<file path="src/rtl/tpu_ctrl_pkg.sv">
// Shared definitions for the TPU tile sequencer: FSM state encoding,
// default sizing and the systolic drain-length helper.
package tpu_ctrl_pkg;

  typedef enum logic [2:0] {
    S_IDLE   = 3'd0,
    S_READ   = 3'd1,
    S_COMP   = 3'd2,
    S_DRAIN  = 3'd3,
    S_WRITE  = 3'd4,
    S_FINISH = 3'd5,
    S_ERR    = 3'd6
  } seq_state_t;

  localparam int DEFAULT_ARRAY_SIZE = 8;
  localparam int DEFAULT_TILE_W     = 8;
  localparam int DEFAULT_TIMEOUT    = 1024;

  // Cycles for the last partial sums to ripple out of an NxN array.
  function automatic int drain_cyc(input int array_size);
    return 2 * array_size - 2;
  endfunction

  function automatic int max_int(input int a, input int b);
    return (a > b) ? a : b;
  endfunction

endpackage

</file>
<file path="src/rtl/seq_phase_timer.sv">
// Loadable down-counter used for the drain interval and the phase watchdog.
// Load has priority; otherwise it decrements while enabled and rests at zero.
module seq_phase_timer #(
  parameter int W = 8
) (
  input  logic         clk,
  input  logic         rst,
  input  logic         load,
  input  logic         en,
  input  logic [W-1:0] load_val,
  output logic [W-1:0] count
);

  logic [W-1:0] count_reg;

  // Counter register: reload, or count down towards zero.
  always_ff @(posedge clk or posedge rst) begin
    if (rst) begin
      count_reg <= '0;
    end else if (load) begin
      count_reg <= load_val;
    end else if (en && (count_reg != '0)) begin
      count_reg <= count_reg - W'(1);
    end
  end

  assign count = count_reg;

endmodule

</file>
<file path="src/rtl/systolic_tile_sequencer.sv">
// Multi-tile READ -> COMPUTE -> DRAIN -> WRITE sequencer for the systolic array.
// Launch pulses are gated on FIFO status; done inputs are only honoured in
// their own phase after the launch pulse has gone out.
// Optional build macro SEQ_WATCHDOG_EN: adds a per-phase wait watchdog that
// drives the FSM into ERR and raises the sticky error output.
module systolic_tile_sequencer
  import tpu_ctrl_pkg::*;
#(
  parameter int ARRAY_SIZE = DEFAULT_ARRAY_SIZE,
  parameter int TILE_W     = DEFAULT_TILE_W,
  parameter int TIMEOUT    = DEFAULT_TIMEOUT
) (
  input  logic              clk,
  input  logic              rst,
  input  logic              start,
  input  logic              abort,
  input  logic [TILE_W-1:0] num_tiles,
  input  logic              rempty,
  input  logic              wfull,
  input  logic              read_done,
  input  logic              compute_done,
  input  logic              write_done,
  output logic              read_start,
  output logic              compute_start,
  output logic              write_start,
  output logic              busy,
  output logic [TILE_W-1:0] tile_idx,
  output logic              done,
  output logic              aborted,
  output logic              error,
  output logic [2:0]        state
);

  localparam int DRAIN_CYC = drain_cyc(ARRAY_SIZE);
  // One timer width covers both the drain count and the watchdog limit.
  localparam int TMR_W = $clog2(max_int(max_int(DRAIN_CYC, TIMEOUT), 1) + 1);
  localparam logic [TMR_W-1:0] DRAIN_LOAD = TMR_W'((DRAIN_CYC > 0) ? DRAIN_CYC - 1 : 0);

  seq_state_t        state_reg, state_next;
  logic [TILE_W-1:0] tile_idx_reg, tile_idx_next;
  logic [TILE_W-1:0] count_reg, count_next;
  logic              launched_reg, launched_next;
  logic              read_start_reg, read_start_next;
  logic              compute_start_reg, compute_start_next;
  logic              write_start_reg, write_start_next;
  logic              done_reg, done_next;
  logic              aborted_reg, aborted_next;
  logic              error_reg, error_next;
  logic              armed;
  logic              wd_fire;
  logic [TMR_W-1:0]  drain_cnt;

  // A done input counts only once the phase's launch pulse has been seen.
  assign armed = launched_reg & ~(read_start_reg | compute_start_reg | write_start_reg);

  seq_phase_timer #(.W(TMR_W)) u_drain_timer (
    .clk      (clk),
    .rst      (rst),
    .load     (state_reg != S_DRAIN),
    .en       (state_reg == S_DRAIN),
    .load_val (DRAIN_LOAD),
    .count    (drain_cnt)
  );

`ifdef SEQ_WATCHDOG_EN
  logic             wait_phase;
  logic [TMR_W-1:0] wd_cnt;

  assign wait_phase = (state_reg == S_READ) || (state_reg == S_COMP) || (state_reg == S_WRITE);

  // Held at its limit until the phase is armed; any state change disarms it.
  seq_phase_timer #(.W(TMR_W)) u_wd_timer (
    .clk      (clk),
    .rst      (rst),
    .load     (~(wait_phase & armed)),
    .en       (1'b1),
    .load_val (TMR_W'(TIMEOUT - 1)),
    .count    (wd_cnt)
  );

  assign wd_fire = wait_phase & armed & (wd_cnt == '0);
`else
  assign wd_fire = 1'b0;
`endif

  // State and registered-output update.
  always_ff @(posedge clk or posedge rst) begin
    if (rst) begin
      state_reg         <= S_IDLE;
      tile_idx_reg      <= '0;
      count_reg         <= '0;
      launched_reg      <= 1'b0;
      read_start_reg    <= 1'b0;
      compute_start_reg <= 1'b0;
      write_start_reg   <= 1'b0;
      done_reg          <= 1'b0;
      aborted_reg       <= 1'b0;
      error_reg         <= 1'b0;
    end else begin
      state_reg         <= state_next;
      tile_idx_reg      <= tile_idx_next;
      count_reg         <= count_next;
      launched_reg      <= launched_next;
      read_start_reg    <= read_start_next;
      compute_start_reg <= compute_start_next;
      write_start_reg   <= write_start_next;
      done_reg          <= done_next;
      aborted_reg       <= aborted_next;
      error_reg         <= error_next;
    end
  end

  // Next-state and pulse decisions; abort outranks every transition.
  always_comb begin
    state_next         = state_reg;
    tile_idx_next      = tile_idx_reg;
    count_next         = count_reg;
    launched_next      = launched_reg;
    read_start_next    = 1'b0;
    compute_start_next = 1'b0;
    write_start_next   = 1'b0;
    done_next          = 1'b0;
    aborted_next       = 1'b0;
    error_next         = error_reg;

    if (abort && (state_reg != S_IDLE)) begin
      state_next    = S_IDLE;
      aborted_next  = 1'b1;
      launched_next = 1'b0;
    end else begin
      case (state_reg)
        S_IDLE, S_ERR: begin
          if (start) begin
            count_next    = num_tiles;
            tile_idx_next = '0;
            launched_next = 1'b0;
            error_next    = 1'b0;
            state_next    = (num_tiles == '0) ? S_FINISH : S_READ;
          end
        end
        S_READ: begin
          if (!launched_reg) begin
            if (!rempty) begin
              read_start_next = 1'b1;
              launched_next   = 1'b1;
            end
          end else if (armed && read_done) begin
            state_next    = S_COMP;
            launched_next = 1'b0;
          end else if (wd_fire) begin
            state_next    = S_ERR;
            launched_next = 1'b0;
            error_next    = 1'b1;
          end
        end
        S_COMP: begin
          if (!launched_reg) begin
            compute_start_next = 1'b1;
            launched_next      = 1'b1;
          end else if (armed && compute_done) begin
            state_next    = (DRAIN_CYC == 0) ? S_WRITE : S_DRAIN;
            launched_next = 1'b0;
          end else if (wd_fire) begin
            state_next    = S_ERR;
            launched_next = 1'b0;
            error_next    = 1'b1;
          end
        end
        S_DRAIN: begin
          if (drain_cnt == '0) begin
            state_next = S_WRITE;
          end
        end
        S_WRITE: begin
          if (!launched_reg) begin
            if (!wfull) begin
              write_start_next = 1'b1;
              launched_next    = 1'b1;
            end
          end else if (armed && write_done) begin
            launched_next = 1'b0;
            if (tile_idx_reg == count_reg - TILE_W'(1)) begin
              state_next = S_FINISH;
            end else begin
              tile_idx_next = tile_idx_reg + TILE_W'(1);
              state_next    = S_READ;
            end
          end else if (wd_fire) begin
            state_next    = S_ERR;
            launched_next = 1'b0;
            error_next    = 1'b1;
          end
        end
        S_FINISH: begin
          done_next  = 1'b1;
          state_next = S_IDLE;
        end
        default: begin
          state_next = S_IDLE;
        end
      endcase
    end
  end

  assign read_start    = read_start_reg;
  assign compute_start = compute_start_reg;
  assign write_start   = write_start_reg;
  assign done          = done_reg;
  assign aborted       = aborted_reg;
  assign error         = error_reg;
  assign tile_idx      = tile_idx_reg;
  assign busy          = (state_reg != S_IDLE);
  assign state         = state_reg;

endmodule

</file>
<file path="config.mk">
export PLATFORM = sky130hd
export DESIGN_NAME = systolic_tile_sequencer
export DESIGN_NICKNAME = d
export VERILOG_FILES = /design/src/rtl/tpu_ctrl_pkg.sv /design/src/rtl/seq_phase_timer.sv /design/src/rtl/systolic_tile_sequencer.sv
export SDC_FILE = /design/constraint.sdc
export NUM_CORES = 1
export LEC_CHECK = 0
export CORE_ASPECT_RATIO = 0.6
export CORE_MARGIN = 1
export CORE_UTILIZATION = 53
export DETAILED_ROUTE_END_ITERATION = 10
export PLACE_DENSITY = 0.88
export SLEW_MARGIN = 20
export SYNTH_ARGS = -nofsm -noshare
export SYNTH_HDL_FRONTEND = slang
export SYNTH_SLANG_ARGS = --single-unit
</file>
<file path="constraint.sdc">
create_clock -name clk -period 2.6 [get_ports clk]
set_input_delay 0.52 -clock clk [delete_from_list [all_inputs] [get_ports clk]]
set_output_delay 0.52 -clock clk [all_outputs]
set_load 0.01 [all_outputs]
</file>
==> results of run 1 <==
-- power by group through the flow --
stage	clock network, mW	logic, mW	registers [mW]
finish	0.384	1.09	0.790
global route	0.412	1.18	0.806
CTS	0.388	1.08	0.784
detailed placement	0	1.04	0.797
global placement	0	1.01	0.790
floorplan	0	0.708	0.787
-- cell type report --
cell class,instances,area share
clock buffers,6,0.0267
clock inverters,1,0.00184
inverters,7,0.00968
multi-input cells,178,0.439
flip-flops and latches,36,0.332
well taps,47,0.0217
repair buffers,48,0.169
-- per-layer routing --
| metal | global-route usage | vias up | share of wire |
|---|---|---|---|
| met5 | 0 | - | 0 |
| met4 | 0.121 | 0 | 0.014 |
| met3 | 0.0727 | 10 | 0.071 |
| met2 | 0.423 | 64 | 0.45 |
| met1 | 0.395 | 948 | 0.46 |
| li1 | - | 925 | - |
-- worst max-delay path: stages (launching register included) --
cell	delay [ns]
dfrtp_1	0.41
or4_4	0.53
o221a_1	0.30
a311oi_2	0.31
a2111oi_4	0.13
buf_6	0.15
or4_4	0.48
a21oi_2	0.13
-- cells by family after synthesis --
| kind of cell | Yosys count |
|---|---|
| xor+xnor | 17 |
| flops | 36 |
| other cells | 1 |
| fa+ha+maj | 3 |
| buf+inv | 18 |
| mux | 8 |
| compound gates | 47 |
| simple gates | 102 |
-- path summary, 6_finish.rpt --
check                        startpoint           end  slack, ns  depth (start not counted)
setup / recovery           count_reg[0]   tile_idx[6]       0.08                          7
hold / removal             count_reg[7]  count_reg[7]       0.54                          1
setup reg to reg           count_reg[0]   tile_idx[6]       0.08                          7
hold reg to reg            count_reg[7]  count_reg[7]       0.54                          1
max in group asynchronous           rst      state[1]       1.64                          3
min in group asynchronous           rst  count_reg[6]       0.64                          3
-- repair_timing --
action,in CTS,in global routing
resized for setup,1,3
setup buffers,3,0
endpoints found under the setup margin,1,6
hold buffers,0,0
pin swaps,2,8
-- cells in the mapped netlist, types with 2 or more instances --
master     n
o31ai_1    4
buf_4      2
buf_2      2
a31o_2     2
nor4_1     5
xnor2_1   14
nand3_1    7
a31oi_1    2
a22oi_1    2
clkbuf_1   7
and2_1     3
or3_1      7
o21ai_0   12
ha_1       3
nor3_1    11
nand2_1   18
xor2_1     3
and3b_1    2
nand3b_1   3
and3_1     2
dfrtp_1   36
a21oi_1   16
nor3b_1    5
nor2_1    19
nand2b_1   4
mux2_2     7
nor2b_1    4
nand4_1    3
inv_1      7
or4_1      3
o22ai_1    2
==> impl_metrics.json, run 1 <==
{
  "status": "complete, but fails checks",
  "violations": "DRC",
  "placed_cells": 313,
  "crit_fanout": 6,
  "grt_pass1_wl_um": 9110,
  "postSynthAreaPerCell_um2": 9.28,
  "die_h_um": 51.4,
  "numCtsBuffers": 5,
  "ios": 35,
  "cp-start-kind": "register",
  "clockRootBuffer": "clkbuf_8",
  "stdcell_area_um2": 2710,
  "power_mw": 2.26,
  "first_iter_violations": 180,
  "hp-class": "reg2reg",
  "num_antenna_cells": 0,
  "synth.cell_area_um2": 2150,
  "yosys.area_share.xor_xnor": 0.0692,
  "ys.flop_type": "dfrtp_1",
  "synth_mux_area_frac": 0.0413,
  "synthCells": 232,
  "largest_register_ffs": 11,
  "cts.clk_slew.worst_paths_ns": 0.07,
  "yosys_warnings": 0,
  "arrival_ns": 2.75,
  "drt-vias-per-instance": 6.03,
  "syn2layout_area_growth_pct": 26.1,
  "ant_nets": 0,
  "syn_nets": 252,
  "rsz0062_at_grt": "no",
  "h-tree-depth": 2,
  "die_w_um": 84.3,
  "post-route-util": 0.717,
  "p_int_mw": 1.37,
  "synth_top_family_by_area": "simple AND/OR/NAND/NOR gates",
  "p_switching_mw": 0.891,
  "period_minus_slack_ns": 2.52,
  "ir_drop_v": 0.000571,
  "nets": 296,
  "pwr-share-comb": 0.481,
  "antenna_found_initial": 0,
  "synth.distinct_cells": 46,
  "end_kind": "register",
  "synth_top_cell_by_area": "dfrtp_1",
  "fmax_mhz": 397,
  "gp_congestion": 0.873,
  "wirelength_um": 5550,
  "drv_cap": 0,
  "yosys.area_share.simple": 0.269,
  "holdWs_ns": 0.543,
  "worstSetupPathType": "reg2reg",
  "rows": 17,
  "clkPwrFrac": 0.170,
  "worst_ep_required_time_ns": 2.83,
  "synth-edff-count": 0,
  "p_leak_nw": 1.09,
  "hold_viol": 0,
  "fin_tns_setup_ns": 0,
  "clockBufferDepth": 2,
  "final_common_cell": "dfrtp_1",
  "setup_violations": 0,
  "synth_compound_area_frac": 0.147,
  "wl_per_cell_um": 17.2,
  "yosysSeqAreaShare": 0.419,
  "grt_pass1_vias": 1819,
  "clock-sinks": 36,
  "cts_tree": "done",
  "drive_gt1_frac": 0.145,
  "drv_slew": 0,
  "swShare": 0.394,
  "dp_slack_ns": 0.0364,
  "grt_use_total": 0.284,
  "hpwlAfterDp_um": 3920,
  "start_util": 0.568,
  "stdcell_count": 323,
  "post-route-worst-setup-slack_ns": 0.0799,
  "yosysTopAreaCellShare": 0.419,
  "grt_max_degree": 37,
  "synthAdderAreaFrac": 0.0174,
  "seqCellArea_um2": 901,
  "finalCritPeriodShare": 0.969,
  "seqPwrFrac": 0.350,
  "coreArea_um2": 3790,
  "multi_input_area_um2": 1190,
  "yosys-top-cells-area": "dfrtp_1 (42%), xnor2_1 (5.7%), a21oi_1 (3.7%)",
  "insertion_delay_ns": 0.30,
  "fin_skew_ns": 0.00242,
  "fill_cells": 293,
  "overflow": 0,
  "drc": 2,
  "placed_cell_area_um2": 2580,
  "portBuffers": 33,
  "dr.pass1.iters": 7,
  "ys_seq_elements": 36,
  "die_area_um2": 4330,
  "vias": 1947,
  "synthArstFlopShare": 1.00,
  "cellPowerDensity_nw_per_um2": 833,
  "final_cell_mix": "dfrtp_1 (36), clkdlybuf4s50_1 (33), nor2_1 (19)"
}
No activity file was read; power rests on OpenSTA's default activity.
==> inputs of run 2 (changes only) <==
--- a/config.mk
+++ b/config.mk
@@ -10,7 +10,6 @@
 export CORE_UTILIZATION = 53
 export DETAILED_ROUTE_END_ITERATION = 10
 export PLACE_DENSITY = 0.88
-export SLEW_MARGIN = 20
 export SYNTH_ARGS = -nofsm -noshare
 export SYNTH_HDL_FRONTEND = slang
 export SYNTH_SLANG_ARGS = --single-unit
==> results of run 2 <==
No change in the layout: final DEF, timing and power equal those of run 1.
==> RTL change: new RTL, flow settings as in run 2 <==
Reset style: synchronous (`rst`), changed in 2 clocked blocks.
--- a/src/rtl/seq_phase_timer.sv
+++ b/src/rtl/seq_phase_timer.sv
@@ -16,3 +16,3 @@
   // Counter register: reload, or count down towards zero.
-  always_ff @(posedge clk or posedge rst) begin
+  always_ff @(posedge clk) begin
     if (rst) begin
--- a/src/rtl/systolic_tile_sequencer.sv
+++ b/src/rtl/systolic_tile_sequencer.sv
@@ -86,3 +86,3 @@
   // State and registered-output update.
-  always_ff @(posedge clk or posedge rst) begin
+  always_ff @(posedge clk) begin
     if (rst) begin
Check against the original RTL: differs if rst is asserted again (counterexample within 4 cycles, from zero or initial values and one cycle with rst high); with rst held inactive, the same outputs for 10 cycles.
==> RTL change against run 2 <==
Wire length is 14% lower; critical path depth is 1 higher; clock skew is 0.0073 ns higher; area after synthesis is 8.5% lower; final area is 6.7% lower; synthesized cell count is 3.9% higher; sequential cell count stayed put; setup slack worse by 0.024 ns; first-iteration DRC count is 44% lower; critical path type unchanged; critical endpoint is now tile_idx[1]$_SDFFE_PP0P_; largest cell class unchanged; highest routed layer unchanged.
Power is not compared: it rests on default switching activity, and its combinational part moved more than twofold at a synthesized area within 25%.
==> RTL change: results (changes against run 2) <==
- The storage element area is 721.9 sq um (-20%).
- The count of fill cells added during filler insertion is 256 (-13%).
- The startpoint of the worst-slack reg-to-reg timing path is state[0]$_SDFFE_PP0P_.
- The mux contribution to synthesized area was 3.560% (-0.57 points).
- The combined global-route utilization of all metal layers is 26.81% (-1.6 points).
- The number of flip-flops and latches was 36 (unchanged).
- The area used by multi-input combinational logic was 0.001157 sq mm (-2.8%).
- The met1 routing resource usage after global routing came to 37.17% (-2.3 points).
- The stage delay of the slowest cell on the critical path came to 0.58 ns (+0.05 ns).
- The share of synthesized area occupied by flip-flops and latches is 36.62% (-5.2 points).
- The share of final layout cell area taken by non-clock buffers was 18.24% (+1.3 points).
- The fraction of layout cells with a size suffix above 1 is 12.28% (-2.2 points).
- The number of buffers inserted to repair setup after CTS is 0 (-3).
- The predominant post-synthesis flop cell is dfxtp_1.
- The overall via count from detail_route is 1863 (-4.3%).
- The number of signal-net buffers in the layout came to 50 (+4.2%).
- The minimum setup slack among reg-to-reg paths was 0.06 ns (-0.02 ns).
- The final weighted congestion of routability-driven global placement is 0.8768 (+0.40%).
- The number of DRC markers after the initial detailed-route iteration is 100 (-44%).
- The net count after synthesis is 261 (+3.6%).
- The largest fanout on the critical path is 8 (+2).
- The total number of nets in the final design was 304 (+2.7%).
- The routed via count divided by cell count is 5.645 (-6.3%).
- The routed wirelength normalized by instance count is 14.48 um (-16%).
- The flow ran to the end, and the final reports show no timing, DRC or antenna violations.
- The adder-cell share of the synthesized area is 1.907% (+0.16 points).
- After synthesis, the cell types taking the most area are dfxtp_1 37%, nor2_1 7.2%, a21oi_1 4.8%.
- The number of global-route vias before repair is 1726 (-5.1%).
- The maximum clock skew at final layout is 0.009754 ns (+0.007330 ns).
- The amount of wire on met3 after detailed routing is 252 um (-36%).
-- RTL change: cell count changes in the layout (fill, tap and decap cells not counted), sizes merged, moves of 4 or more --
cell	delta
mux2i	+6
xor2	+6
dfrtp	-36
xnor2	-4
dfxtp	+36
mux2	-7
nor2	+19
nor3	-4
-- RTL change: worst max-delay path by stage --
stage | startpoint | to | slack (ns) | depth (start not counted)
6_report | state[0]$_SDFFE_PP0P_ | tile_idx[1]$_SDFFE_PP0P_ | 0.06 | 8
5_1_grt | count_reg[0]$_SDFFE_PP0P_ | tile_idx[1]$_SDFFE_PP0P_ | -0.005 | 10
4_1_cts | count_reg[0]$_SDFFE_PP0P_ | tile_idx[1]$_SDFFE_PP0P_ | 0.05 | 10
3_5_place_dp | start | tile_idx[3]$_SDFFE_PP0P_ | -0.01 | 8
3_3_place_gp | write_done | tile_idx[3]$_SDFFE_PP0P_ | 0.05 | 8
2_1_floorplan | state[1]$_SDFFE_PP0P_ | tile_idx[1]$_SDFFE_PP0P_ | 0.14 | 10
